**src/rtl/data_read_pkg.sv**
```systemverilog
// Shared constants for the data_read read-channel arbiter: FSM encoding,
// AXI response codes and the address-window decode helper.
package data_read_pkg;

  localparam logic [1:0] ST_IDLE = 2'd0;
  localparam logic [1:0] ST_ADDR = 2'd1;
  localparam logic [1:0] ST_DATA = 2'd2;
  localparam logic [1:0] ST_RESP = 2'd3;

  localparam logic [1:0] RESP_OKAY   = 2'b00;
  localparam logic [1:0] RESP_SLVERR = 2'b10;
  localparam logic [1:0] RESP_DECERR = 2'b11;

  // True when addr falls inside the aligned 2**size_log2 byte window at base.
  function automatic logic addr_in_window(input logic [31:0] addr,
                                          input logic [31:0] base,
                                          input int unsigned size_log2);
    logic [31:0] mask;
    mask = (32'd1 << size_log2) - 32'd1;
    return ((addr & ~mask) == base);
  endfunction

endpackage

```
**src/rtl/data_read_rr_arb2.sv**
```systemverilog
// Two-request round-robin picker: on a tie the requester that was not
// granted last time wins; a lone requester always wins.
module data_read_rr_arb2 (
  input  logic [1:0] req,
  input  logic       last_grant,
  output logic [1:0] gnt
);

  always_comb begin
    gnt = req;
    if (req == 2'b11) begin
      gnt = last_grant ? 2'b01 : 2'b10;
    end
  end

endmodule

```
**src/rtl/data_read_rd_arbiter.sv**
```systemverilog
// Shares the data_read slave AXI-lite read channel between masters S0 and S1,
// one transaction at a time; out-of-window reads are answered locally.
module data_read_rd_arbiter
  import data_read_pkg::*;
#(
  parameter logic [31:0] ADDR_BASE      = 32'h0000_0000,
  parameter int unsigned ADDR_SIZE_LOG2 = 12
) (
  input  logic        S_AXI_ACLK,
  input  logic        S_AXI_ARESET,

  input  logic [31:0] S0_AXI_ARADDR,
  input  logic        S0_AXI_ARVALID,
  output logic        S0_AXI_ARREADY,
  output logic [31:0] S0_AXI_RDATA,
  output logic [1:0]  S0_AXI_RRESP,
  output logic        S0_AXI_RVALID,
  input  logic        S0_AXI_RREADY,

  input  logic [31:0] S1_AXI_ARADDR,
  input  logic        S1_AXI_ARVALID,
  output logic        S1_AXI_ARREADY,
  output logic [31:0] S1_AXI_RDATA,
  output logic [1:0]  S1_AXI_RRESP,
  output logic        S1_AXI_RVALID,
  input  logic        S1_AXI_RREADY,

  output logic [31:0] M_AXI_ARADDR,
  output logic        M_AXI_ARVALID,
  input  logic        M_AXI_ARREADY,
  input  logic [31:0] M_AXI_RDATA,
  input  logic [1:0]  M_AXI_RRESP,
  input  logic        M_AXI_RVALID,
  output logic        M_AXI_RREADY,

  output logic [1:0]  GRANT,
  output logic        BUSY
);

  logic [1:0]  state_q, state_d;
  logic        last_grant_q, last_grant_d;
  logic        owner_q, owner_d;
  logic [31:0] addr_q, addr_d;
  logic [31:0] rdata_q, rdata_d;
  logic [1:0]  rresp_q, rresp_d;

  logic [1:0]  req;
  logic [1:0]  gnt;
  logic [31:0] sel_addr;
  logic        owner_rready;
  logic        idle;

  assign req  = {S1_AXI_ARVALID, S0_AXI_ARVALID};
  assign idle = (state_q == ST_IDLE);

  data_read_rr_arb2 u_rr_arb (
    .req        (req),
    .last_grant (last_grant_q),
    .gnt        (gnt)
  );

  assign sel_addr     = gnt[1] ? S1_AXI_ARADDR : S0_AXI_ARADDR;
  assign owner_rready = owner_q ? S1_AXI_RREADY : S0_AXI_RREADY;

  always_comb begin
    state_d      = state_q;
    last_grant_d = last_grant_q;
    owner_d      = owner_q;
    addr_d       = addr_q;
    rdata_d      = rdata_q;
    rresp_d      = rresp_q;

    case (state_q)
      ST_IDLE: begin
        if (gnt != 2'b00) begin
          owner_d      = gnt[1];
          last_grant_d = gnt[1];
          addr_d       = sel_addr;
          if (addr_in_window(sel_addr, ADDR_BASE, ADDR_SIZE_LOG2)) begin
            state_d = ST_ADDR;
          end else begin
            // Decode miss: answer locally, the slave never sees this read.
            state_d = ST_RESP;
            rdata_d = 32'd0;
            rresp_d = RESP_DECERR;
          end
        end
      end
      ST_ADDR: begin
        if (M_AXI_ARREADY) state_d = ST_DATA;
      end
      ST_DATA: begin
        if (M_AXI_RVALID) begin
          rdata_d = M_AXI_RDATA;
          rresp_d = M_AXI_RRESP;
          state_d = ST_RESP;
        end
      end
      ST_RESP: begin
        if (owner_rready) state_d = ST_IDLE;
      end
      default: state_d = ST_IDLE;
    endcase
  end

  // last_grant resets to S1 so that S0 wins the first tie.
  always_ff @(posedge S_AXI_ACLK or posedge S_AXI_ARESET) begin
    if (S_AXI_ARESET) begin
      state_q      <= ST_IDLE;
      last_grant_q <= 1'b1;
      owner_q      <= 1'b0;
      addr_q       <= 32'd0;
      rdata_q      <= 32'd0;
      rresp_q      <= RESP_OKAY;
    end else begin
      state_q      <= state_d;
      last_grant_q <= last_grant_d;
      owner_q      <= owner_d;
      addr_q       <= addr_d;
      rdata_q      <= rdata_d;
      rresp_q      <= rresp_d;
    end
  end

  assign S0_AXI_ARREADY = idle & gnt[0];
  assign S1_AXI_ARREADY = idle & gnt[1];

  assign S0_AXI_RDATA  = rdata_q;
  assign S1_AXI_RDATA  = rdata_q;
  assign S0_AXI_RRESP  = rresp_q;
  assign S1_AXI_RRESP  = rresp_q;
  assign S0_AXI_RVALID = (state_q == ST_RESP) & ~owner_q;
  assign S1_AXI_RVALID = (state_q == ST_RESP) & owner_q;

  assign M_AXI_ARADDR  = addr_q;
  assign M_AXI_ARVALID = (state_q == ST_ADDR);
  assign M_AXI_RREADY  = (state_q == ST_DATA);

  assign BUSY  = ~idle;
  assign GRANT = idle ? 2'b00 : (owner_q ? 2'b10 : 2'b01);

endmodule

```
**config.mk**
```make
export PLATFORM = sky130hd
export DESIGN_NAME = data_read_rd_arbiter
export DESIGN_NICKNAME = d
export VERILOG_FILES = /design/src/rtl/data_read_pkg.sv /design/src/rtl/data_read_rr_arb2.sv /design/src/rtl/data_read_rd_arbiter.sv
export SDC_FILE = /design/constraint.sdc
export NUM_CORES = 1
export LEC_CHECK = 0
export BUFFER_PORTS_ARGS = -buffer_cell sky130_fd_sc_hd__buf_2
export CAP_MARGIN = 20
export CELL_PAD_IN_SITES_DETAIL_PLACEMENT = 0
export CELL_PAD_IN_SITES_GLOBAL_PLACEMENT = 1
export CORE_MARGIN = 1
export CORE_UTILIZATION = 28
export DETAILED_ROUTE_END_ITERATION = 10
export HOLD_SLACK_MARGIN = 0.12
export PLACE_DENSITY = 0.82
export SYNTH_ARGS = -nofsm -noshare
export SYNTH_HDL_FRONTEND = slang
export SYNTH_SLANG_ARGS = --single-unit
```
**constraint.sdc**
```tcl
create_clock -name S_AXI_ACLK -period 2.2 [get_ports S_AXI_ACLK]
set_input_delay 0.44 -clock S_AXI_ACLK [delete_from_list [all_inputs] [get_ports S_AXI_ACLK]]
set_output_delay 0.44 -clock S_AXI_ACLK [all_outputs]
set_load 0.01 [all_outputs]
```
Word level (Yosys, flattened, before mapping)
Cells that the tools add are included.
{"block": "totals", "elab_cells": 48, "regBits": 70}
{"block": "op_classes", "muxes": 20, "n_bitwise": 6, "n_reduce_logical": 7, "n_eq_ne": 9}
{"cell": "2-to-1 mux 32 bit", "n": 4}
{"cell": "one-hot mux 32 bit (2 select lines)", "n": 1}
{"cell": "logical NOT 32 bit", "n": 1}
{"cell": "2-to-1 mux 2 bit", "n": 12}
{"cell": "one-hot mux 2 bit (4 select lines)", "n": 1}
{"cell": "AND reduction 4 bit", "n": 2}
{"cell": "equality test 2 bit (second input constant)", "n": 3}
{"cell": "!= test 2 bit (second input constant)", "n": 3}
{"cell": "AND 1 bit", "n": 4}
{"cell": "!= test 2 x 1 -> 1 bit (second input constant)", "n": 2}
{"cell": "one-hot mux 2 bit (2 select lines)", "n": 1}
{"cell": "nonzero test 2 bit", "n": 2}
{"cell": "equality test 2 x 1 -> 1 bit (second input constant)", "n": 1}
{"cell": "logical NOT 2 bit", "n": 1}
{"cell": "inverter 1 bit", "n": 2}
{"cell": "AND reduction 2 bit", "n": 1}
{"cell": "2-to-1 mux 1 bit", "n": 1}

Logic depth before layout (Yosys ltp)
Gate-level depths: netlist of run 1.
{"block": "depth", "depth_word": 7, "mapped_depth": 8, "depth_no_buf": 7}

Cells and area by module
A second synthesis of run 1 with hierarchy kept.
{"block": "hier_totals", "hier_cells": 309, "area_unflattened_um2": 3358.2}
{"mod": "data_read_rd_arbiter", "area_per_inst_um2": 3339.5, "seq_area_each_um2": 1752.9, "instances": 1, "cells_each": 306}
{"mod": "data_read_rr_arb2", "area_per_inst_um2": 18.8, "seq_area_each_um2": 0.0, "instances": 1, "cells_each": 3}

Worst setup path before layout of run 1
Ideal clock, no wire load.
{"block": "synth_timing", "path_type": "register to register", "startpoint": "register state_q[0]", "endpoint": "register rresp_q[0], in the netlist S0_AXI_RRESP[0]", "required_ns": 2.073, "synth_period_minus_slack_ns": 2.080, "stages_incl_launch_ff": 7, "setup_time_ns": 0.127, "n_path_buf": 1, "arrival_time_ns": 1.952, "setup_slack_ns": 0.120, "cell_sequence": "dfrtp_1 > inv_1 > ha_1 > clkbuf_1 > nor2b_1 > a2111oi_4 > mux2_1"}
{"block": "synth_between", "elab_chain_cells": 3, "elab_cells_between_ends": 8}
{"element": "from (decl)", "line_no": "data_read_rd_arbiter.sv:40", "rtl": "logic [1:0] state_q, state_d;"}
{"element": "from (signal assigned)", "line_no": "data_read_rd_arbiter.sv:116", "rtl": "state_q <= state_d;"}
{"element": "equality test 2 bit *"}
{"element": "named net M_AXI_RREADY", "line_no": "data_read_rd_arbiter.sv:34", "rtl": "output logic M_AXI_RREADY,"}
{"element": "!= test 2 bit (no line) / nonzero test 2 bit (equally long branches)"}
{"element": "AND reduction 4 bit (no line)"}
{"element": "to (signal assigned)", "line_no": "data_read_rd_arbiter.sv:121", "rtl": "rresp_q <= rresp_d;"}
{"element": "to (decl)", "line_no": "data_read_rd_arbiter.sv:45", "rtl": "logic [1:0] rresp_q, rresp_d;"}
Mark *: on every way through the listed nets, which the timed path passes. The rest lies on a longest branch.
A chain may end at the register's enable or synchronous reset.

Final worst setup path of run 1
{"block": "layout_timing", "startpoint": "register last_grant_q", "endpoint": "output S1_AXI_ARREADY"}
{"block": "layout_between", "elab_chain_cells": 3}
{"element": "from (decl)", "line_no": "data_read_rd_arbiter.sv:41", "rtl": "logic last_grant_q, last_grant_d;"}
{"element": "from (signal assigned)", "line_no": "data_read_rd_arbiter.sv:117", "rtl": "last_grant_q <= last_grant_d;"}
{"element": "2-to-1 mux 2 bit", "line_no": "data_read_rr_arb2.sv:12", "rtl": "gnt = last_grant ? 2'b01 : 2'b10;"}
{"element": "2-to-1 mux 2 bit", "line_no": "data_read_rr_arb2.sv:11", "rtl": "if (req == 2'b11) begin"}
{"element": "AND 1 bit", "line_no": "data_read_rd_arbiter.sv:126", "rtl": "assign S1_AXI_ARREADY = idle & gnt[1];"}
{"element": "to (decl)", "line_no": "data_read_rd_arbiter.sv:22", "rtl": "output logic S1_AXI_ARREADY,"}
Every way passes these cells.

==> results of run 1 <==
[power by group]
group / internal (mW) / switching, mW / leakage [nW] / total (mW)
sequential: 1.80 / 0.299 / 0.890 / 2.10
combinational: 1.52 / 1.75 / 1.78 / 3.27
clock: 0.990 / 0.540 / 0.152 / 1.53
total: 4.31 / 2.59 / 2.82 / 6.90
[cell type report]
class / count / area, um^2 / share of cell area
inverter: 38 / 146 / 0.0284
tap: 172 / 215 / 0.0418
clock inverter: 6 / 86.3 / 0.0168
clock buffer: 10 / 229 / 0.0445
timing repair buffer: 241 / 1300 / 0.253
sequential: 70 / 1750 / 0.340
multi-input combinational: 208 / 1420 / 0.275
[worst paths after layout]
check	endpoint	slack (ns)
worst max register to register	S0_AXI_RRESP[1]$_DFFE_PP0P_	0.24
max in group asynchronous	last_grant_q$_DFFE_PP1P_	1.60
min in group S_AXI_ACLK	S0_AXI_RDATA[12]$_DFFE_PP0P_	0.36
worst min register to register	M_AXI_ARADDR[29]$_DFFE_PP0P_	0.47
worst min-delay path	S0_AXI_RDATA[26]$_DFFE_PP0P_	0.24
worst max-delay path	S1_AXI_ARREADY	0.14
[critical path, cell delays in order, from the launching register on]
cell,delay [ns]
dfstp_2,0.38
a21boi_4,0.18
buf_4,0.34
and2_1,0.23
buf_2,0.15
[kinds of logic (layout without fill, tap and decap cells)]
family / Yosys count / count (layout)
flip-flops: 70 / 70
adder cells (fa/ha/maj): 4 / 4
AND/OR/NAND/NOR: 94 / 94
buffers and inverters: 91 / 295
AO/OA/AOI/OAI: 43 / 43
multiplexers: 67 / 67
[flip-flops by register name, indices dropped and copies added (netlist names)]
register / count
M_AXI_ARADDR: 32
S0_AXI_RDATA: 32
S0_AXI_RRESP: 2
state_q: 2
last_grant_q: 1
owner_q: 1
[per-layer routing]
layer,global-route usage,wire (um)
met1,0.171,4110
met2,0.251,4600
met3,0.0392,657
met4,0.0564,131
met5,0,13
[synthesized netlist by cell type, drive strengths merged]
master / instances / area, um^2
a2111oi: 1 / 27.5
a21boi: 1 / 7.51
a21o: 2 / 15.0
a21oi: 1 / 5.00
a221oi: 1 / 8.76
a22oi: 1 / 7.51
and2: 2 / 12.5
buf: 40 / 302
clkbuf: 13 / 48.8
dfrtp: 69 / 1730
dfstp: 1 / 26.3
ha: 4 / 50.1
inv: 38 / 143
mux2: 2 / 22.5
mux2i: 65 / 651
nand2: 67 / 251
nand2b: 2 / 12.5
nand4: 2 / 12.5
nand4b: 2 / 17.5
nor2: 6 / 22.5
nor2b: 3 / 18.8
nor3b: 2 / 15.0
nor4: 8 / 50.1
o21ai: 35 / 175
o31ai: 1 / 7.51
[repair_timing]
item	4_1_cts	5_1_grt
pin swaps	1	0
endpoints found under the setup margin	34	14
gates resized for setup	0	2
setup buffers	3	0
[through the flow]
stage / power, mW / hold slack, ns
6_report: 6.90 / 0.241
5_1_grt: 7.45 / 0.278
4_1_cts: 7.02 / 0.247
3_5_place_dp: 5.39 / 0.466
3_3_place_gp: 5.29 / 0.457
2_1_floorplan: 4.22 / 0.500
==> flow_summary.ini, run 1 <==
[run_status]
status = complete, no violations

[placed_design]
io_buffer_count = 214
place.gp.congestion = 0.798
dp_hpwl_um = 7580
placed_cells = 726
place_area_um2 = 4800
place_ws_ns = -0.410

[worst_hold_path]
hold_class = in -> async

[setup_path]
start_kind = flop
rr_worst_depth = 8
crit_start = last_grant_q$_DFFE_PP1P_
r2r_start = state_q[0]$_DFFE_PP0P_
required_ns = 1.76
critPathCaptureType = output pin
critical_path_class = reg -> out
cp_max_fo = 20
arrival_ns = 1.62

[logic_synthesis]
synth_area_um2 = 3640
ys_ff_latch = 70
synthMuxAreaShare = 0.185
synth_top_family_by_area = multiplexers
synth_fa_ha_area_frac = 0.0138
syn_nets = 479
synthSimpleGateAreaFrac = 0.114
ys_types = 28
ys_warn_count = 0
synth_xor_area_frac = 0
syn_inst = 369
post_synth.cell_area_avg_um2 = 9.85
ys_seq_area_frac = 0.482
synth_compound_area_frac = 0.0699

[cells_and_area]
areaGrowthSynthToFinish_pct = 41.6
final_area_um2 = 5150
antenna_cells = 0
drive_gt1_frac = 0.457
final_common_cell = buf_2
layout_common_cells = 214 x buf_2, 69 x dfrtp_1, 67 x nand2_1
fin_nets = 678
instances_no_fill = 745
fillerInstances = 1282
final_util = 0.408

[route]
viasPerCell = 4.26
drtIter0Drc = 72
first_pass_iters = 4
routed_wl_um = 9510
vias = 3176
remaining_drc_errors = 0
final_antenna_net_count = 0
wire_per_inst_um = 12.8

[global_route]
grt_max_degree = 65
track_usage = 0.145
grt_pass1_wl_um = 14700
antenna_found_initial = 1
grt_pass1_vias = 3070
grt-ovfl-total = 0

[sta]
clock_skew_ns = 0.00496
worst_slack_ns = 0.138
fin_tns_setup_ns = 0
finalSetupViolations = 0
drv_slew = 0
slew_headroom = 0.616
max_freq_mhz = 485
final-hold-violation-count = 0
rsz0062_at_grt = no
min_period_over_period = 0.937
tightestPinTransition_ns = 0.570
fin_crit_ns = 2.06

[pwr]
powerDensity_nw_per_um2 = 1340
leakagePower_nw = 2.82
vdd_drop_max_uv = 517

[floorplan]
die_y_um = 116
row_count = 41
initial_core_util = 0.288
ioPinCount = 215
die_area_um2 = 13400
coreArea_um2 = 12600
die_width_um = 116

[clock_network]
cts_sinks = 70
htree_levels = 3
clkLatencyLatePin_ns = 0.33
numCtsBuffers = 9
cts.path.max_buffers = 2
tritoncts = done
path_clk_slew_ns = 0.06
cts_root_buffer = clkbuf_16
cts_hold_buf = 0

[flow_run]
max-cap-violations = 0
No activity file was read; power rests on OpenSTA's default activity.
==> inputs of run 2 (changes only) <==
==> constraint.sdc (replaced) <==
create_clock -name S_AXI_ACLK -period 2.2 [get_ports S_AXI_ACLK]
set_input_delay 0.22 -clock S_AXI_ACLK [delete_from_list [all_inputs] [get_ports S_AXI_ACLK]]
set_output_delay 0.22 -clock S_AXI_ACLK [all_outputs]
set_load 0.01 [all_outputs]
==> flow_summary.ini, run 2 (same netlist as run 1, synthesis figures left out) <==
[global_route]
grt_pass1_vias = 3043
grt_pass1_wl_um = 15000
track_usage = 0.149
grt_max_degree = 65
grt-ovfl-total = 0
antenna_found_initial = 1

[route]
final_antenna_net_count = 0
drtIter0Drc = 98
viasPerCell = 4.26
routed_wl_um = 9590
vias = 3127
first_pass_iters = 4
remaining_drc_errors = 0
wire_per_inst_um = 13.1

[flow_run]
max-cap-violations = 0

[setup_path]
cp_slowest_cell = dfrtp_1
path_cells = inv_1 -> ha_1 -> buf_4 -> nor2_1 -> a2111oi_4 -> buf_4 -> buf_4 -> mux2i_1
crit_top_cell = buf_4
arrival_ns = 2.26
cp_max_fo = 12
critPathCaptureType = flop
start_kind = flop
critical_path_class = reg -> reg
cpPeakStageDelay_ns = 0.42
required_ns = 2.45

[cells_and_area]
layout_common_cells = 214 x buf_2, 69 x dfrtp_1, 67 x nand2_1
final_area_um2 = 5060
fin_nets = 666
fillerInstances = 1300
areaGrowthSynthToFinish_pct = 39.2
multiInputGateArea_um2 = 1430
final_common_cell = buf_2
seq_area_um2 = 1750
drive_gt1_frac = 0.442

[sta]
final-hold-violation-count = 0
slew_headroom = 0.658
tightestPinTransition_ns = 0.509
drv_slew = 0
clock_skew_ns = 0.00494
rsz0062_at_grt = no
finalSetupViolations = 0
max_freq_mhz = 498
fin_tns_setup_ns = 0
min_period_over_period = 0.913
fin_crit_ns = 2.01

[floorplan]
die_area_um2 = 13400
die_y_um = 116
ioPinCount = 215
coreArea_um2 = 12600
initial_core_util = 0.288
die_width_um = 116
row_count = 41

[clock_network]
numCtsBuffers = 9
cts_sinks = 70
tritoncts = done
clkLatencyLatePin_ns = 0.34
htree_levels = 3
cts.path.max_buffers = 2
path_clk_slew_ns = 0.06
cts_root_buffer = clkbuf_16

[run_status]
status = complete, no violations

[placed_design]
place_area_um2 = 4690
dp_hpwl_um = 7540
io_buffer_count = 214
place.gp.congestion = 0.817

[pwr]
vdd_drop_max_uv = 446
powerDensity_nw_per_um2 = 1330
leakagePower_nw = 2.76

[worst_hold_path]
hold_class = in -> reg
[run 2: changes by cell type in the layout (fill, tap and decap cells not counted), moves of 2 or more]
cell	delta
buf_4	-13
dlygate4sd3_1	+3
clkinvlp_4	-2
nor3b_1	-2
nor3b_2	+2
[run 2: what timing repair did]
item,4_1_cts,5_1_grt
resized for setup,0,3
pin swaps,1,1
endpoints found under the setup margin,32,34
hold buffers,3,0
setup buffers,1,0
endpoints found under the hold margin,71,0
cloned,0,0
[run 2: cell type report]
cell class,count,area share
Clock buffer,12,0.0487
Clock inverter,4,0.0138
Inverter,38,0.0282
Sequential cell,70,0.346
Antenna cell,1,0.000494
Tap cell,172,0.0425
Multi-Input combinational cell,208,0.282
Timing Repair Buffer,229,0.238
[run 2: worst max-delay path: cells and delay by family (launching register included)]
family	cells	cell delay [ns]
buffers and inverters	4	0.75
multiplexers	1	0.22
flip-flops	1	0.42
AO/OA/AOI/OAI	1	0.26
AND/OR/NAND/NOR	1	0.10
adder cells (fa/ha/maj)	1	0.18
[run 2: final timing paths]
kind | startpoint | endpoint | slack (ns) | cells past startpoint
min reg2reg | M_AXI_ARADDR[14]$_DFFE_PP0P_ | M_AXI_ARADDR[14]$_DFFE_PP0P_ | 0.48 | 2
max | state_q[1]$_DFFE_PP0P_ | S0_AXI_RDATA[7]$_DFFE_PP0P_ | 0.19 | 8
max in group asynchronous | S_AXI_ARESET | last_grant_q$_DFFE_PP1P_ | 1.27 | 4
max reg2reg | state_q[1]$_DFFE_PP0P_ | S0_AXI_RDATA[7]$_DFFE_PP0P_ | 0.19 | 8
min | M_AXI_RDATA[1] | S0_AXI_RDATA[1]$_DFFE_PP0P_ | 0.13 | 3
min in group asynchronous | S_AXI_ARESET | S0_AXI_RDATA[28]$_DFFE_PP0P_ | 0.53 | 4
[run 2: where the power goes]
| part | internal, mW | switching [mW] |
|---|---|---|
| clock | 1.02 | 0.527 |
| combinational | 1.34 | 1.72 |
| sequential | 1.80 | 0.301 |
[run 2: through the flow]
| step | hold slack (ns) | utilization | instances | total power, mW | setup slack [ns] |
|---|---|---|---|---|---|
| floorplan | 0.366 | - | 369 | 4.22 | 0.120 |
| global placement | 0.326 | 0.372 | 713 | 5.11 | 0.0417 |
| detailed placement | 0.341 | 0.372 | 713 | 5.22 | -0.105 |
| CTS | 0.122 | 0.400 | 733 | 6.84 | 0.0562 |
| global route | 0.125 | 0.401 | 734 | 7.28 | 0.00636 |
| finish | 0.132 | 0.401 | 734 | 6.71 | 0.192 |
[run 2: per-layer routing]
layer  vias up  GRT usage  routed length [um]
met4         0     0.0547                 120
met3         9     0.0497                 691
met2       140      0.253                4720
li1       1551          -                   -
met5         -          0                   0
met1      1427      0.176                4060
==> inputs of run 3 (changes only) <==
--- a/config.mk
+++ b/config.mk
@@ -10,10 +10,11 @@
 export CELL_PAD_IN_SITES_DETAIL_PLACEMENT = 0
 export CELL_PAD_IN_SITES_GLOBAL_PLACEMENT = 1
 export CORE_MARGIN = 1
-export CORE_UTILIZATION = 28
+export CORE_UTILIZATION = 34
+export CTS_CLUSTER_DIAMETER = 30
 export DETAILED_ROUTE_END_ITERATION = 10
 export HOLD_SLACK_MARGIN = 0.12
-export PLACE_DENSITY = 0.82
+export PLACE_DENSITY = 0.93
 export SYNTH_ARGS = -nofsm -noshare
 export SYNTH_HDL_FRONTEND = slang
 export SYNTH_SLANG_ARGS = --single-unit
==> constraint.sdc (replaced) <==
create_clock -name S_AXI_ACLK -period 2.34 [get_ports S_AXI_ACLK]
set_input_delay 0.234 -clock S_AXI_ACLK [delete_from_list [all_inputs] [get_ports S_AXI_ACLK]]
set_output_delay 0.234 -clock S_AXI_ACLK [all_outputs]
set_load 0.01 [all_outputs]
==> flow_summary.ini, run 3 (same netlist as run 1, synthesis figures left out) <==
[clock_network]
path_clk_slew_ns = 0.08
cts_root_buffer = clkbuf_8
numCtsBuffers = 9
cts_sinks = 70
clkLatencyLatePin_ns = 0.34
htree_levels = 3
tritoncts = done
cts.path.max_buffers = 2

[setup_path]
arrival_ns = 2.29
cp_max_fo = 11
path_cells = inv_1 -> ha_1 -> nor3b_1 -> nand4_1 -> a22oi_1 -> a2111oi_4 -> buf_12 -> mux2_1
rr_worst_depth = 8
critPathBufInv = 2
required_ns = 2.55
critPathCaptureType = flop
path_delay_family = compound AO/OA/AOI/OAI gates
cpPeakStageDelay_ns = 0.41
start_kind = flop
r2r_start = state_q[0]$_DFFE_PP0P_
regToRegSetupSlack_ns = 0.26
critical_path_class = reg -> reg
cp_slowest_cell = dfrtp_1
r2r_end = S0_AXI_RRESP[0]$_DFFE_PP0P_

[cells_and_area]
drive_gt1_frac = 0.438
final_area_um2 = 4950
fin_nets = 665
areaGrowthSynthToFinish_pct = 36.2
final_common_cell = buf_2
layout_common_cells = 214 x buf_2, 69 x dfrtp_1, 67 x nand2_1
antenna_cells = 0
instances_no_fill = 696
fillerInstances = 992

[global_route]
grt_pass1_vias = 3020
grt_pass1_wl_um = 14400
track_usage = 0.167
grt_max_degree = 65
antenna_found_initial = 0
grt-ovfl-total = 0

[floorplan]
coreArea_um2 = 10300
ioPinCount = 215
die_width_um = 105
row_count = 37
die_area_um2 = 11100
initial_core_util = 0.352
die_y_um = 105

[flow_run]
max-cap-violations = 0

[route]
final_antenna_net_count = 0
drtIter0Drc = 194
wire_per_inst_um = 13.1
first_pass_iters = 4
routed_wl_um = 9150
vias = 3087
viasPerCell = 4.44
remaining_drc_errors = 0

[worst_hold_path]
worstHoldPathCells = 3
hold_start = M_AXI_RDATA[7]
whs_endpoint = S0_AXI_RDATA[7]$_DFFE_PP0P_
hold_class = in -> reg

[placed_design]
place.gp.congestion = 0.808
placed_cells = 674
place_area_um2 = 4630
dp_hpwl_um = 7060
io_buffer_count = 214

[sta]
max_freq_mhz = 480
final-hold-violation-count = 0
fin_tns_setup_ns = 0
tightestPinTransition_ns = 0.745
drv_slew = 0
min_period_over_period = 0.890
finalSetupViolations = 0
fin_crit_ns = 2.08
rsz0062_at_grt = no
slew_headroom = 0.503
clock_skew_ns = 0.00993

[pwr]
vdd_drop_max_uv = 492
powerDensity_nw_per_um2 = 1230
leakagePower_nw = 2.74

[run_status]
status = complete, no violations
run 3: cell types whose count changed in the layout (fill, tap and decap cells not counted), sizes merged:
| cell | delta |
|---|---|
| clkinv | +1 |
| bufinv | +1 |
| buf | -3 |
| clkbuf | -1 |
| diode | -1 |
| dlygate4sd3 | +1 |
run 3: repair_timing:
item                                    in CTS  in global routing
hold buffers                                 4                  0
setup buffers                                0                  1
gates resized for setup                      0                  0
endpoints found under the setup margin       0                  8
endpoints found under the hold margin       37                  0
run 3: where the power goes:
part | switching [mW] | leakage (nW) | internal, mW | total, mW
Sequential | 0.297 | 0.890 | 1.69 | 1.99
Clock | 0.447 | 0.126 | 0.735 | 1.18
Combinational | 1.63 | 1.72 | 1.32 | 2.95
Total | 2.37 | 2.74 | 3.74 | 6.12
run 3: area by class of cell:
type | instances | area [um^2] | share of cell area
sequential | 70 | 1750 | 0.354
multi-input combinational | 208 | 1410 | 0.285
timing repair buffer | 228 | 1230 | 0.248
tap | 136 | 170 | 0.0344
inverter | 38 | 143 | 0.0288
clock buffer | 10 | 138 | 0.0278
clock inverter | 6 | 109 | 0.0220
run 3: worst reg2reg max path, stage by stage (launching register included):
cell,delay (ns)
dfrtp_1,0.41
inv_1,0.10
ha_1,0.19
nor3b_1,0.22
nand4_1,0.12
a22oi_1,0.35
a2111oi_4,0.08
buf_12,0.17
mux2_1,0.32
run 3: worst max-delay path by stage:
stage                                       from                           end  slack (ns)  cells past startpoint
final                     state_q[0]$_DFFE_PP0P_   S0_AXI_RRESP[0]$_DFFE_PP0P_        0.26                      8
after global routing      state_q[0]$_DFFE_PP0P_  S0_AXI_RDATA[27]$_DFFE_PP0P_        0.06                      8
after CTS                 state_q[0]$_DFFE_PP0P_  S0_AXI_RDATA[23]$_DFFE_PP0P_        0.14                      9
after detailed placement  state_q[0]$_DFFE_PP0P_  S0_AXI_RDATA[23]$_DFFE_PP0P_        0.16                      9
after global placement    state_q[0]$_DFFE_PP0P_  S0_AXI_RDATA[26]$_DFFE_PP0P_        0.26                      9
after floorplan           state_q[0]$_DFFE_PP0P_   S0_AXI_RRESP[0]$_DFFE_PP0P_        0.26                      6
run 3: routing by layer:
| layer | routed length, um | vias to the layer above | GRT usage | part of all wire |
|---|---|---|---|---|
| met1 | 3970 | 1403 | 0.204 | 0.43 |
| met3 | 647 | 11 | 0.0476 | 0.071 |
| met2 | 4420 | 130 | 0.283 | 0.48 |
| met5 | 0 | - | 0 | 0 |
| li1 | - | 1543 | - | - |
| met4 | 106 | 0 | 0.0513 | 0.012 |
run 3: through the flow:
stage / hold WS (ns) / util / worst slack (ns) / power, mW
2_1_floorplan: 0.380 / - / 0.260 / 3.97
3_3_place_gp: 0.398 / 0.449 / 0.260 / 4.77
3_5_place_dp: 0.417 / 0.449 / 0.159 / 4.88
4_1_cts: 0.121 / 0.477 / 0.143 / 6.10
5_1_grt: 0.126 / 0.480 / 0.0625 / 6.59
6_report: 0.140 / 0.480 / 0.257 / 6.12
